[config.mk]
export PLATFORM = sky130hd
export DESIGN_NAME = scan_7s_decoder
export DESIGN_NICKNAME = d
export VERILOG_FILES = /design/src/rtl/scan_7s_decoder.sv
export SDC_FILE = /design/constraint.sdc
export NUM_CORES = 1
export LEC_CHECK = 0
export ABC_CLOCK_PERIOD_IN_PS = 4300
export CAP_MARGIN = 20
export CORE_MARGIN = 2
export CORE_UTILIZATION = 55
export DETAILED_ROUTE_END_ITERATION = 6
export PLACE_DENSITY = 0.74
export SYNTH_ARGS = -nofsm -noshare
export SYNTH_HDL_FRONTEND = slang
export SYNTH_SLANG_ARGS = --single-unit
[constraint.sdc]
create_clock -name clk -period 4.3 [get_ports clk]
set_clock_uncertainty 0.1 [all_clocks]
set_input_delay 0.43 -clock clk [delete_from_list [all_inputs] [get_ports clk]]
set_output_delay 0.43 -clock clk [all_outputs]
set_load 0.02 [all_outputs]
[src/rtl/scan_7s_decoder.sv]
// -----------------------------------------------------------------------------
// scan_7s_decoder
// Receiving end of a multiplexed 7-segment scan bus. The scanned segment lines
// and the digit-select lines are registered once. A pattern that stays stable
// for SETTLE_CYC cycles on a legal select is decoded into the selected BCD
// digit register. The block also flags complete frames, stale digits and
// illegal segment patterns.
//
// Parameters
//   SETTLE_CYC   cycles {seg_in,bas_in} must be stable before capture (>=2)
//   TIMEOUT_CYC  cycles without a refresh before a digit's stale bit sets
//
// Ports
//   clk          system clock, all logic on posedge
//   reset        synchronous, active-high
//   seg_in[6:0]  segments {a,b,c,d,e,f,g}, active-low
//   bas_in[2:0]  digit select, active-low one-hot
//                (110 unidad, 101 decena, 011 centena)
//   centena/decena/unidad[3:0]  recovered digits, 4'hF = blank
//   frame_valid  1-cycle pulse once all three digits have been captured
//   seg_err      1-cycle pulse when a settled pattern is not a digit or blank
//   stale[2:0]   {centena,decena,unidad} not refreshed within TIMEOUT_CYC
//
// Optional feature (macro SEG_CONFIRM_EN):
//   When defined, a digit register is written only if two consecutive captures
//   for that select decode to the same value. A mismatching capture updates
//   only the per-digit candidate. It sets no mask bit and clears no stale bit.
// -----------------------------------------------------------------------------
module scan_7s_decoder #(
    parameter int SETTLE_CYC  = 16,
    parameter int TIMEOUT_CYC = 2_000_000
) (
    input  logic       clk,
    input  logic       reset,
    input  logic [6:0] seg_in,
    input  logic [2:0] bas_in,
    output logic [3:0] centena,
    output logic [3:0] decena,
    output logic [3:0] unidad,
    output logic       frame_valid,
    output logic       seg_err,
    output logic [2:0] stale
);
    localparam int SW = $clog2(SETTLE_CYC + 1);
    localparam int TW = $clog2(TIMEOUT_CYC + 1);
    localparam logic [SW-1:0] SETTLE_MAX  = SW'(SETTLE_CYC);
    localparam logic [TW-1:0] TIMEOUT_MAX = TW'(TIMEOUT_CYC);

    typedef enum logic [1:0] {
        ST_WAIT   = 2'd0,
        ST_SETTLE = 2'd1,
        ST_DONE   = 2'd2
    } state_t;

    // Returns {legal, digit}. Blank (all segments dark) is legal and maps to 4'hF.
    function automatic logic [4:0] decode_seg(input logic [6:0] seg);
        logic [4:0] r;
        case (seg)
            7'b0000001: r = 5'b1_0000;
            7'b1001111: r = 5'b1_0001;
            7'b0010010: r = 5'b1_0010;
            7'b0000110: r = 5'b1_0011;
            7'b1001100: r = 5'b1_0100;
            7'b0100100: r = 5'b1_0101;
            7'b0100000: r = 5'b1_0110;
            7'b0001111: r = 5'b1_0111;
            7'b0000000: r = 5'b1_1000;
            7'b0000100: r = 5'b1_1001;
            7'b1111111: r = 5'b1_1111;
            default:    r = 5'b0_0000;
        endcase
        return r;
    endfunction

    // Digit select as an active-high one-hot {centena,decena,unidad}.
    // 000 means the select is not legal (idle or more than one line low).
    function automatic logic [2:0] bas_onehot(input logic [2:0] bas);
        logic [2:0] r;
        case (bas)
            3'b110:  r = 3'b001;
            3'b101:  r = 3'b010;
            3'b011:  r = 3'b100;
            default: r = 3'b000;
        endcase
        return r;
    endfunction

    logic [6:0]          seg_q, seg_d;
    logic [2:0]          bas_q, bas_d;
    state_t              state_q, state_d;
    logic [SW-1:0]       settle_cnt_q, settle_cnt_d;
    logic [6:0]          snap_seg_q, snap_seg_d;
    logic [2:0]          snap_bas_q, snap_bas_d;
    logic                entry_q, entry_d;
    logic [2:0][3:0]     digit_q, digit_d;
    logic [2:0]          mask_q, mask_d;
    logic                frame_valid_q, frame_valid_d;
    logic                seg_err_q, seg_err_d;
    logic [2:0][TW-1:0]  tcnt_q, tcnt_d;
    logic [2:0]          stale_q, stale_d;
`ifdef SEG_CONFIRM_EN
    logic [2:0][3:0]     cand_q, cand_d;
    logic [2:0]          cand_vld_q, cand_vld_d;
`endif

    logic                in_changed_s;
    logic                bas_legal_s;
    logic [4:0]          dec_s;
    logic [2:0]          sel_s;
    logic                cap_s;
    logic [2:0]          commit_s;

    // Input sampling and change detection against the pattern being settled.
    always_comb begin
        seg_d        = seg_in;
        bas_d        = bas_in;
        bas_legal_s  = (bas_onehot(bas_q) != 3'b000);
        in_changed_s = ({seg_q, bas_q} != {snap_seg_q, snap_bas_q});
    end

    // Settle/capture state machine on the registered scan lines.
    always_comb begin
        state_d      = state_q;
        settle_cnt_d = settle_cnt_q;
        snap_seg_d   = snap_seg_q;
        snap_bas_d   = snap_bas_q;
        entry_d      = 1'b0;
        case (state_q)
            ST_WAIT: begin
                if (bas_legal_s) begin
                    state_d      = ST_SETTLE;
                    settle_cnt_d = SW'(1);
                    snap_seg_d   = seg_q;
                    snap_bas_d   = bas_q;
                end else begin
                    state_d = ST_WAIT;
                end
            end
            ST_SETTLE: begin
                if (in_changed_s) begin
                    if (bas_legal_s) begin
                        settle_cnt_d = SW'(1);
                        snap_seg_d   = seg_q;
                        snap_bas_d   = bas_q;
                    end else begin
                        state_d      = ST_WAIT;
                        settle_cnt_d = {SW{1'b0}};
                    end
                end else if (settle_cnt_q == SETTLE_MAX) begin
                    state_d = ST_DONE;
                    entry_d = 1'b1;
                end else begin
                    settle_cnt_d = settle_cnt_q + SW'(1);
                end
            end
            ST_DONE: begin
                // The capture was made on entry; hold until the scan moves on.
                if (in_changed_s) begin
                    if (bas_legal_s) begin
                        state_d      = ST_SETTLE;
                        settle_cnt_d = SW'(1);
                        snap_seg_d   = seg_q;
                        snap_bas_d   = bas_q;
                    end else begin
                        state_d      = ST_WAIT;
                        settle_cnt_d = {SW{1'b0}};
                    end
                end else begin
                    state_d = ST_DONE;
                end
            end
            default: begin
                state_d      = ST_WAIT;
                settle_cnt_d = {SW{1'b0}};
            end
        endcase
    end

    // Digit capture, frame mask, error pulse and per-digit staleness.
    always_comb begin
        dec_s     = decode_seg(snap_seg_q);
        sel_s     = bas_onehot(snap_bas_q);
        cap_s     = entry_q && dec_s[4];
        seg_err_d = entry_q && !dec_s[4];
`ifdef SEG_CONFIRM_EN
        cand_d     = cand_q;
        cand_vld_d = cand_vld_q;
        commit_s   = 3'b000;
        for (int i = 0; i < 3; i++) begin
            if (cap_s && sel_s[i]) begin
                commit_s[i]   = cand_vld_q[i] && (cand_q[i] == dec_s[3:0]);
                cand_d[i]     = dec_s[3:0];
                cand_vld_d[i] = 1'b1;
            end else begin
                commit_s[i] = 1'b0;
            end
        end
`else
        commit_s = cap_s ? sel_s : 3'b000;
`endif
        digit_d = digit_q;
        tcnt_d  = tcnt_q;
        stale_d = stale_q;
        for (int i = 0; i < 3; i++) begin
            if (commit_s[i]) begin
                digit_d[i] = dec_s[3:0];
                tcnt_d[i]  = {TW{1'b0}};
            end else if (tcnt_q[i] == TIMEOUT_MAX) begin
                tcnt_d[i]  = TIMEOUT_MAX;
            end else begin
                tcnt_d[i]  = tcnt_q[i] + TW'(1);
            end
            stale_d[i] = (tcnt_d[i] == TIMEOUT_MAX);
        end
        // A full mask fires the pulse and is cleared in the same cycle.
        frame_valid_d = (mask_q == 3'b111);
        mask_d        = (frame_valid_d ? 3'b000 : mask_q) | commit_s;
    end

    // State register with synchronous reset.
    always_ff @(posedge clk) begin
        if (reset) begin
            seg_q         <= 7'h7F;
            bas_q         <= 3'h7;
            state_q       <= ST_WAIT;
            settle_cnt_q  <= {SW{1'b0}};
            snap_seg_q    <= 7'h7F;
            snap_bas_q    <= 3'h7;
            entry_q       <= 1'b0;
            digit_q       <= {3{4'h0}};
            mask_q        <= 3'b000;
            frame_valid_q <= 1'b0;
            seg_err_q     <= 1'b0;
            tcnt_q        <= {3{{TW{1'b0}}}};
            stale_q       <= 3'b000;
`ifdef SEG_CONFIRM_EN
            cand_q        <= {3{4'h0}};
            cand_vld_q    <= 3'b000;
`endif
        end else begin
            seg_q         <= seg_d;
            bas_q         <= bas_d;
            state_q       <= state_d;
            settle_cnt_q  <= settle_cnt_d;
            snap_seg_q    <= snap_seg_d;
            snap_bas_q    <= snap_bas_d;
            entry_q       <= entry_d;
            digit_q       <= digit_d;
            mask_q        <= mask_d;
            frame_valid_q <= frame_valid_d;
            seg_err_q     <= seg_err_d;
            tcnt_q        <= tcnt_d;
            stale_q       <= stale_d;
`ifdef SEG_CONFIRM_EN
            cand_q        <= cand_d;
            cand_vld_q    <= cand_vld_d;
`endif
        end
    end

    assign unidad      = digit_q[0];
    assign decena      = digit_q[1];
    assign centena     = digit_q[2];
    assign frame_valid = frame_valid_q;
    assign seg_err     = seg_err_q;
    assign stale       = stale_q;

endmodule
* Yosys cells after proc, flatten, opt, wreduce, memory -nomap -nowiden
Cells that the tools add are included.
** Word-level totals
- Logic and storage cells :: 98
- Bits of input ports :: 12
- Output and inout bits :: 17
- Register bits :: 111
** Operators by class
- Bitwise logic cells :: 2
- Add/subtract/negate cells :: 4
- Eq/ne operators :: 33
- Reductions and logical operators :: 12
- Muxes and demuxes :: 30
** Operators with widths (count)
- equality test 21 bit, second input constant :: 6
- 2-to-1 mux 21 bit :: 6
- adder 21 x 1 -> 21 bit, second input constant :: 3
- case mux 5 bit (11 select lines) :: 1
- equality test 7 bit, second input constant :: 3
- 2-to-1 mux 5 bit :: 4
- case mux 3 bit (3 select lines) :: 2
- equality test 3 bit, second input constant :: 5
- case mux 5 bit (3 select lines) :: 1
- equality test 7 x 3 -> 1 bit, second input constant :: 2
- equality test 7 x 6 -> 1 bit, second input constant :: 2
- 2-to-1 mux 7 bit :: 2
- case mux 7 bit (2 select lines) :: 1
- 2-to-1 mux 3 bit :: 4
- != test 10 bit :: 1
- != test 3 bit, second input constant :: 3
- 2-to-1 mux 2 bit :: 4
- equality test 7 x 1 -> 1 bit, second input constant :: 1
- equality test 7 x 4 -> 1 bit, second input constant :: 1
- equality test 7 x 5 -> 1 bit, second input constant :: 1
- logical NOT 7 bit :: 1
- equality test 3 x 2 -> 1 bit, second input constant :: 2
- case mux 2 bit (3 select lines) :: 1
- case mux 3 bit (2 select lines) :: 1
- other kinds (18) :: 23

* Longest topological paths before layout
- Depth after elaboration :: 6
- Mapped depth :: 10
- Depth with buffers taken out :: 8

* Worst setup path after synthesis
OpenSTA, ideal clock, no wires.
- Kind :: register to register
- Start :: reg snap_seg_q[0]
- End :: reg tcnt_q[20] (netlist bit)
- Clock period less this slack :: 2510 ps
- Data arrival time :: 2292 ps
- Data required time :: 4082 ps
- Stages on the path, launching flop included :: 11
- Setup slack :: 1790 ps
- Setup time :: 118 ps
- Cells stage by stage :: dfxtp_1 clkbuf_1 or3b_2 or4_1 nand3_1 o31a_1 buf_2 or2_1 buf_2 buf_4 nor2_1
** Between the ends
- Word-level cells in the longest chain between the ends :: 5
** RTL lines
- start, declared :: line 92 : logic [6:0] snap_seg_q, snap_seg_d;
- start signal, assigned :: line 245 : snap_seg_q <= snap_seg_d;
- equality test 7 bit, or another cell as far along :: line 58 : case (seg)
- case mux 5 bit (11 select lines) (*) :: line 58
- logical AND 1 bit (*) :: line 183 : cap_s = entry_q && dec_s[4];
- 2-to-1 mux 3 bit (*) :: line 199 : commit_s = cap_s ? sel_s : 3'b000;
- 2-to-1 mux 21 bit (*) :: line 205 : if (commit_s[i]) begin
- end signal, assigned :: line 234 : tcnt_q <= {3{{TW{1'b0}}}};
- end signal, assigned :: line 252 : tcnt_q <= tcnt_d;
- end, declared :: line 99 : logic [2:0][TW-1:0] tcnt_q, tcnt_d;
Mark *: on every way between the ends. The rest lies on a longest branch, timed or not.
A chain may end at the register's enable or synchronous reset.

* Worst setup path in the final report
- Start :: reg snap_seg_q[5]
- End :: reg stale_q[0], in the netlist stale[0]
** Between the ends
- Word-level cells in the longest chain between the ends :: 6
** RTL lines
- equality test 7 bit, or another cell as far along :: line 58
- case mux 5 bit (11 select lines) (*) :: line 58
- logical AND 1 bit (*) :: line 183
- 2-to-1 mux 3 bit (*) :: line 199
- 2-to-1 mux 21 bit (*) :: line 205
- equality test 21 bit (*) :: line 213 : stale_d[i] = (tcnt_d[i] == TIMEOUT_MAX);
- end signal, assigned :: line 253 : stale_q <= stale_d;
- end, declared :: line 100 : logic [2:0] stale_q, stale_d;
Marks and branches as above.

==> flow_summary.ini <==
[synth]
ys_seq_elements = 111
synth_enable_flop_cells = 0
synth_cells = 706
syn_area_per_cell_um2 = 8.135
syn-num-nets = 730
synth_ff_type = dfxtp_1
ys.warnings.count = 0
syn_area_um2 = 5743
ys_types = 67
async_flop_share_pct = 0
ys_seq_area_share_pct = 38.69

[sta]
rsz0062_at_grt = false
period_share_pct = 69.01
min_period_ns = 2.967
fin_setup_tns_ns = 0
maxSlewHeadroom_pct = 44.26
worstMarginPinSlew_ns = 0.8285
maxSlewViolCount = 0
setup_viol = 0
hold_violations = 0
fmax_mhz = 337.0
holdWs_ns = 0.3107

[critical_path]
endpoint_kind = flop
cp.required_ns = 4.44
cp.arrival_ns = 3.11
worstSetupPathType = flop to flop
crit_fanout = 17
startpoint_type = flop

[routing]
ant_nets = 0
wire_per_inst_um = 13.89
via_count = 4864
first_pass_iters = 6
drc_errors = 0
drt_iter0_markers = 282
drt-total-wl_um = 11790
vias_per_cell = 5.729

[grt]
grt_pass1_wl_um = 20200
overflow = 0
grtUsageMet3_pct = 4.660
grt_usage_pct = 21.67
grt_max_degree = 44
grt.busiest_layer = met2
grt_pass1_vias = 4492
grt.met2_usage_pct = 36.54
grt_util_met1_pct = 27.73
antenna_found_initial = 0

[placed_design]
gp_congestion = 0.8840
hpwl_um = 8576
portBuffers = 28

[min_path]
worstHoldPathType = primary input to flop

[clocking]
clock-root-buffer = clkbuf_8
clock_latency_ns = 0.38
cts_buffers = 9
cts_tree = done
clkTransAtPathRegs_ns = 0.10
cts_buffer_depth = 2
cts_resized = 0
cts_hold_repair.buffers = 0
cts.sink_count = 111
h-tree-depth = 3
post_cts_buffers = 0

[die]
die_area_um2 = 11280
num_rows = 37
core_area_um2 = 10230
die_w_um = 106.2
die_h_um = 106.2
initial_core_util_pct = 56.13
ios = 29

[layout]
final_nets = 732
areaGrowthSynthToFinish_pct = 8.519
drive_above_1_share_pct = 5.610
fillers = 894
mostFrequentLayoutCells = nor2_1 (117), dfxtp_1 (111), nand2_1 (48)
layout_commonest_cell = nor2_1
antenna_cells = 0

[power]
ir_drop_mv = 0.2071
power.leakage_uw = 0.002103
p_per_area_nw_per_um2 = 301.6

[run]
maxCapViolCount = 0

[run_status]
status = finished, final reports clean
-- report_power, final --
part | switching [uW] | internal, uW | leakage [uW]
Sequential | 28.4 | 1050 | 0.000900
Clock | 349 | 286 | 0.000103
Combinational | 102 | 67.3 | 0.00110
Total | 479 | 1400 | 0.00210
-- sequential cells by signal, indices dropped and copies added (netlist names) --
| signal | count |
|---|---|
| seg_q | 7 |
| snap_seg_q | 7 |
| seg_err | 1 |
| unidad | 4 |
| mask_q | 3 |
| tcnt_q | 63 |
| stale | 3 |
| decena | 4 |
| centena | 4 |
| frame_valid | 1 |
| state_q | 2 |
| entry_q | 1 |
| settle_cnt_q | 5 |
| bas_q | 3 |
| snap_bas_q | 3 |
-- worst paths after layout --
path / from / end / slack (ns) / cells past startpoint
worst max register to register: snap_seg_q[5]$_SDFFE_PP1P_ / stale[0]$_SDFF_PP0_ / 1.33 / 6
worst max-delay path: snap_seg_q[5]$_SDFFE_PP1P_ / stale[0]$_SDFF_PP0_ / 1.33 / 6
worst min register to register: tcnt_q[42]$_SDFF_PP0_ / tcnt_q[42]$_SDFF_PP0_ / 0.38 / 1
worst min-delay path: reset / mask_q[0]$_SDFF_PP0_ / 0.31 / 2
-- critical path, cell delays in order (launching register included) --
cell and delay [ns]:
dfxtp_1 0.50, or3b_2 0.49, or4_1 0.47, nand3_1 0.23, o31a_1 0.36, or2_1 0.55
nor4_1 0.13
-- logic make-up (layout without fill, tap and decap cells) --
logic type	after synthesis	after routing	share of synthesized area, %
multiplexers	7	7	1.220
XOR/XNOR	72	72	10.98
flip-flops	111	111	38.69
buffers and inverters	62	69	4.466
AND/OR/NAND/NOR	354	354	31.68
adder cells (fa/ha/maj)	12	12	2.614
AO/OA/AOI/OAI	88	88	10.35
-- layer usage --
metal	part of all wire [%]	up-vias
met5	0	-
met4	0.79	0
met3	4.6	8
met2	48	117
met1	46	2268
li1	-	2471
-- metrics by stage --
| step | util (%) | instance area (um2) | cells | power, uW | setup slack, ns |
|---|---|---|---|---|---|
| floorplan | - | 5743 | 706 | 1223 | 1.790 |
| global placement | 58.97 | 6033 | 833 | 1260 | 1.454 |
| detailed placement | 58.97 | 6033 | 833 | 1267 | 1.360 |
| CTS | 60.91 | 6232 | 849 | 1894 | 1.354 |
| global route | 60.91 | 6232 | 849 | 1971 | 1.107 |
| finish | 60.91 | 6232 | 849 | 1880 | 1.333 |
-- synth_stat cells, types with 3 or more instances --
master | number | area [um2]
nor2_1 | 117 | 439.2
dfxtp_1 | 111 | 2222
nand2_1 | 48 | 180.2
xnor2_1 | 43 | 376.6
nor3_1 | 37 | 185.2
nand3_1 | 30 | 150.1
a21oi_1 | 29 | 145.1
xor2_1 | 29 | 254.0
clkbuf_1 | 26 | 97.59
inv_1 | 23 | 86.33
nand4_1 | 23 | 143.9
nor4_1 | 15 | 93.84
or2_2 | 13 | 81.33
ha_1 | 12 | 150.1
o21ai_0 | 11 | 55.05
and3_1 | 10 | 62.56
buf_2 | 10 | 50.05
or3_1 | 9 | 56.30
mux2i_1 | 7 | 70.07
o31ai_1 | 6 | 45.04
or4_1 | 6 | 45.04
a31oi_1 | 5 | 31.28
and2_1 | 5 | 31.28
nand4b_1 | 5 | 43.79
nor3b_1 | 5 | 37.54
o2111ai_1 | 5 | 43.79
and4_1 | 4 | 35.03
and4b_1 | 4 | 40.04
nand2b_1 | 4 | 25.02
nor2b_1 | 4 | 25.02
nor4b_1 | 3 | 26.28
o32ai_1 | 3 | 26.28
-- area by class of cell --
class / instances / area (um2) / area share [%]
sequential: 111 / 2222 / 35.66
tap: 136 / 170.2 / 2.730
multi-input combinational: 533 / 3264 / 52.38
timing repair buffer: 30 / 290.3 / 4.658
clock inverter: 5 / 57.56 / 0.9235
clock buffer: 11 / 141.4 / 2.269
inverter: 23 / 86.33 / 1.385
Note: power is estimated with default switching activity, not from simulation.
